===== config.mk =====
export PLATFORM = sky130hd
export DESIGN_NAME = debounce_bank
export DESIGN_NICKNAME = d
export VERILOG_FILES = /design/src/rtl/debounce_pkg.sv /design/src/rtl/debounce_ch.sv /design/src/rtl/debounce_bank.sv
export SDC_FILE = /design/constraint.sdc
export NUM_CORES = 1
export LEC_CHECK = 0
export ABC_AREA = 1
export BUFFER_PORTS_ARGS = -buffer_cell sky130_fd_sc_hd__buf_2
export CAP_MARGIN = 0
export CORE_MARGIN = 5
export CORE_UTILIZATION = 25
export DETAILED_ROUTE_END_ITERATION = 12
export GPL_TIMING_DRIVEN = 0
export PLACE_DENSITY_LB_ADDON = 0.2
export SLEW_MARGIN = 15
export SYNTH_ARGS = -nofsm -noshare
export SYNTH_HDL_FRONTEND = slang
export SYNTH_HIERARCHICAL = 1
export SYNTH_SLANG_ARGS = --single-unit

===== constraint.sdc =====
create_clock -name clk -period 2.3 [get_ports clk]
set_input_delay 0.46 -clock clk [delete_from_list [all_inputs] [get_ports clk]]
set_output_delay 0.46 -clock clk [all_outputs]
set_load 0.005 [all_outputs]

===== src/rtl/debounce_pkg.sv =====
// Shared constants and width helpers for the debounce bank.
// Defaults for a 100 MHz clock.
package debounce_pkg;

   localparam int CNT_MAX_SIM   = 4095;
   localparam int CNT_MAX_BOARD = 1_000_000;
   localparam int REPEAT_DELAY_DEF  = 50_000_000;
   localparam int REPEAT_PERIOD_DEF = 10_000_000;

   function automatic int width_of(input int v);
      return (v < 2) ? 1 : $clog2(v + 1);
   endfunction

   function automatic int max_of(input int a, input int b);
      return (a > b) ? a : b;
   endfunction

endpackage


===== src/rtl/debounce_ch.sv =====
// One debounce channel: synchroniser, stability counter, strobes.
// Auto-repeat logic is present only when HOLD_REPEAT_EN is defined.
module debounce_ch
   import debounce_pkg::*;
#(
   parameter int CNT_MAX       = CNT_MAX_SIM,
   parameter int REPEAT_DELAY  = REPEAT_DELAY_DEF,
   parameter int REPEAT_PERIOD = REPEAT_PERIOD_DEF
) (
   input  logic clk,
   input  logic rst,
   input  logic raw,
   output logic state,
   output logic rise,
   output logic fall,
   output logic rep
);

   localparam int CNT_W = width_of(CNT_MAX);

   logic             sync0;
   logic             sync1;
   logic [CNT_W-1:0] cnt;
   logic             idle;
   logic             flip;

   assign idle = (state == sync1);
   assign flip = !idle && (cnt == CNT_W'(CNT_MAX));

   // two-flop synchroniser for the asynchronous raw input
   always_ff @(posedge clk) begin
      if (rst) begin
         sync0 <= 1'b0;
         sync1 <= 1'b0;
      end else begin
         sync0 <= raw;
         sync1 <= sync0;
      end
   end

   // stability counter; level flips after CNT_MAX+1 mismatched cycles
   always_ff @(posedge clk) begin
      if (rst) begin
         cnt   <= '0;
         state <= 1'b0;
         rise  <= 1'b0;
         fall  <= 1'b0;
      end else begin
         rise <= flip && !state;
         fall <= flip && state;
         if (idle || flip)
            cnt <= '0;
         else
            cnt <= cnt + CNT_W'(1);
         if (flip)
            state <= ~state;
      end
   end

`ifdef HOLD_REPEAT_EN
   localparam int REP_W = width_of(max_of(REPEAT_DELAY, REPEAT_PERIOD));

   logic [REP_W-1:0] rep_cnt;
   logic [REP_W-1:0] rep_nxt;
   logic [REP_W-1:0] rep_lim;
   logic             rep_run;
   logic             rep_hit;

   assign rep_nxt = rep_cnt + REP_W'(1);
   assign rep_lim = rep_run ? REP_W'(REPEAT_PERIOD) : REP_W'(REPEAT_DELAY);
   assign rep_hit = (rep_nxt == rep_lim);

   // hold timer: first strobe after the delay, then one per period
   always_ff @(posedge clk) begin
      if (rst) begin
         rep_cnt <= '0;
         rep_run <= 1'b0;
         rep     <= 1'b0;
      end else if (!state || flip) begin
         rep_cnt <= '0;
         rep_run <= 1'b0;
         rep     <= 1'b0;
      end else if (rep_hit) begin
         rep_cnt <= '0;
         rep_run <= 1'b1;
         rep     <= 1'b1;
      end else begin
         rep_cnt <= rep_nxt;
         rep     <= 1'b0;
      end
   end
`else
   assign rep = 1'b0;
`endif

endmodule


===== src/rtl/debounce_bank.sv =====
// Multi-channel debouncer with per-channel input inversion.
// Define HOLD_REPEAT_EN to enable the held-button repeat strobe.
module debounce_bank
   import debounce_pkg::*;
#(
   parameter int              N_CH          = 4,
   parameter int              CNT_MAX       = CNT_MAX_SIM,
   parameter logic [N_CH-1:0] INV_MASK      = '0,
   parameter int              REPEAT_DELAY  = REPEAT_DELAY_DEF,
   parameter int              REPEAT_PERIOD = REPEAT_PERIOD_DEF
) (
   input  logic            clk,
   input  logic            rst,
   input  logic [N_CH-1:0] btn_in,
   output logic [N_CH-1:0] btn_state,
   output logic [N_CH-1:0] btn_rise,
   output logic [N_CH-1:0] btn_fall,
   output logic [N_CH-1:0] btn_rep
);

   logic [N_CH-1:0] raw;

   assign raw = btn_in ^ INV_MASK;

   for (genvar i = 0; i < N_CH; i++) begin : g_ch
      debounce_ch #(
         .CNT_MAX       (CNT_MAX),
         .REPEAT_DELAY  (REPEAT_DELAY),
         .REPEAT_PERIOD (REPEAT_PERIOD)
      ) u_ch (
         .clk   (clk),
         .rst   (rst),
         .raw   (raw[i]),
         .state (btn_state[i]),
         .rise  (btn_rise[i]),
         .fall  (btn_fall[i]),
         .rep   (btn_rep[i])
      );
   end

endmodule


==> results_dict.tcl <==
set metrics [dict create \
    grt_pass1_vias 2196 \
    synth.area.mux_share_pct 0 \
    io_pins 22 \
    synthSimpleGateAreaFrac_pct 33.50 \
    fp.dieArea_mm2 0.01430 \
    max_cap_viol_count 0 \
    synth_adder_area_share_pct 1.667 \
    layout-drive-gt1-share_pct 16.55 \
    cpMostUsedCell "nor2_1" \
    syn2layout_area_growth_pct 19.71 \
    n_antenna_cell 0 \
    fin_crit_ns 1.327 \
    cp.required_ns 2.52 \
    io_buffer_count 17 \
    synthCells 408 \
    startpoint "g_ch[2].u_ch/cnt[0]$_SDFF_PP0_" \
    cts_root_buf "clkbuf_16" \
    synth-compound-area-share_pct 1.333 \
    antenna_found_initial 0 \
    hold_violations 0 \
    grt_pass1_wl_um 9673 \
    synth_xor_area_share_pct 8.167 \
    first_pass_iters 4 \
    cts_resized 0 \
    start_util_pct 25.21 \
    drtAntennaViolNets 0 \
    insertion_delay_ns 0.33 \
    final_cells 588 \
    synth.avg_cell_area_um2 7.360 \
    synth.distinct_cells 17 \
    place_inst 572 \
    r2r_start "g_ch[2].u_ch/cnt[0]$_SDFF_PP0_" \
    syn_area_mm2 0.003003 \
    finClkSkew_ns 0.004204 \
    wirelength_um 5416 \
    status "finished, final reports clean" \
    cts_sinks 68 \
    grt_overflow_total 0 \
    fp.dieH_um 119.6 \
    crit_slowest_cell "dfxtp_1" \
    dpl_cell_area_mm2 0.003272 \
    gr-usage-all-layers_pct 8.379 \
    end_kind "flip-flop" \
    hp-start "btn_in[1]" \
    cts_tree "yes" \
    start_kind "flip-flop" \
    layout_common_cells "92 x nand2_1, 76 x nor2_1, 68 x dfxtp_1" \
    setup_ws_ns 0.9727 \
    htree_levels 3 \
    postCtsHoldBufs 0 \
    peakVddDrop_mv 0.3939 \
    fin_nets 446 \
    hold_class "in -> reg" \
    first_iter_violations 87 \
    pre_cts_slack_ns 0.9029 \
    cts_buffers 9 \
    final_common_cell "nand2_1" \
    tns_ns 0 \
    remaining_drc_errors 0 \
    cp.arrival_ns 1.55 \
    routabilityCongestion 0.7383 \
    cts_setup_buffers 0 \
    design_area_mm2 0.003595 \
    rsz0062_at_grt "false" \
    setup_violations 0 \
    die_w_um 119.6 \
    fin_util_pct 30.18 \
    core_area_mm2 0.01191 \
    critical_path_class "reg -> reg" \
    grt_max_degree 17 \
    slowest_delay_ns 0.36 \
    clkSlewWorstSetupHoldPaths_ns 0.06 \
    dp_hpwl_um 3956 \
    critPathTopFamily "simple AND/OR/NAND/NOR gates" \
    fmax_ghz 0.7534 \
    vias_per_cell 4.014 \
    yosysWarnings 6 \
    synth.yosys.seq_area_share_pct 45.33 \
    timing.final.crit_share_pct 57.71 \
    ys_ff_latch 68 \
    via_count 2360 \
    path_buf_inv 1 \
    path_cells "ha_1, nand2_1, nor2_1, nand3_1, nand2_2, buf_6, nor2_1" \
    cp_max_fo 10 \
    clockBufferDepth 2 \
    drv_slew 0 \
    pwr_density_cell_mw_per_mm2 747.4 \
    syn-num-nets 418 \
    leakage_nw 1.307 \
    post_drt_wl_per_cell_um 9.211 \
    synth_top_family_by_area "simple AND/OR/NAND/NOR gates" \
    rows 40 \
]
## sequential cells by signal (all words and copies together) (netlist names)
name / flops
g_ch.u_ch/sync1: 4
g_ch.u_ch/fall: 4
g_ch.u_ch/sync0: 4
g_ch.u_ch/cnt: 48
g_ch.u_ch/state: 4
g_ch.u_ch/rise: 4
## where the power goes
part,internal (mW),switching [mW]
Combinational,0.0176,0.0253
Clock,0.955,0.497
Sequential,1.19,0.00425
## final cells by class
| cell class | instances | area [um^2] |
|---|---|---|
| Timing Repair Buffer | 17 | 85.08 |
| Clock buffer | 13 | 280.3 |
| Sequential cell | 68 | 1361 |
| Buffer | 8 | 75.07 |
| Inverter | 56 | 210.2 |
| Fill cell | 1319 | 8317 |
| Multi-Input combinational cell | 276 | 1356 |
| Tap cell | 147 | 183.9 |
| Clock inverter | 3 | 42.54 |
## metrics by stage
stage	hold slack [ns]	power (mW)
3_3_place_gp	0.4056	1.262
5_1_grt	0.3461	2.797
6_report	0.3421	2.687
3_5_place_dp	0.4046	1.261
4_1_cts	0.3323	2.743
2_1_floorplan	0.3883	1.244
## cell families (layout without fill, tap and decap cells)
family          after synthesis  after routing
simple gates                232            232
flops                        68             68
xor+xnor                     28             28
fa+ha+maj                     4              4
compound gates                8              8
buf+inv                      64             97
other cells                   4              4
## per-layer routing
metal  GRT usage (%)  part of all wire [%]  up-vias
li1                -                     -     1277
met1           10.09                    49     1053
met2           12.89                    45       22
met3           2.922                   4.0        8
met4           4.939                   2.3        0
met5               0                     0        -
## tightest hold or removal path, delay by kind of cell
family / cells / cell delay (ns)
AND/OR/NAND/NOR: 1 / 0.03
buffers and inverters: 2 / 0.13
## cells in the mapped netlist (all sizes together)
| cell type | n | share of area, % |
|---|---|---|
| nand3 | 24 | 4.0 |
| dfxtp | 68 | 45 |
| xnor2 | 16 | 4.7 |
| buf | 8 | 2.5 |
| nand2 | 96 | 12 |
| xor2 | 12 | 3.5 |
| nand3b | 4 | 1.0 |
| conb | 4 | 0.50 |
| nor2 | 100 | 14 |
| inv | 56 | 7.0 |
| nand4 | 8 | 1.7 |
| ha | 4 | 1.7 |
| a21oi | 8 | 1.3 |
## final timing paths
check / end / slack [ns] / cells past startpoint
worst min-delay path: g_ch[1].u_ch/sync0$_SDFF_PP0_ / 0.34 / 3
worst max register to register: g_ch[2].u_ch/cnt[6]$_SDFF_PP0_ / 0.97 / 7
worst max-delay path: g_ch[2].u_ch/cnt[6]$_SDFF_PP0_ / 0.97 / 7
worst min register to register: g_ch[1].u_ch/sync1$_SDFF_PP0_ / 0.41 / 2
Note: power is estimated with default switching activity, not from simulation.
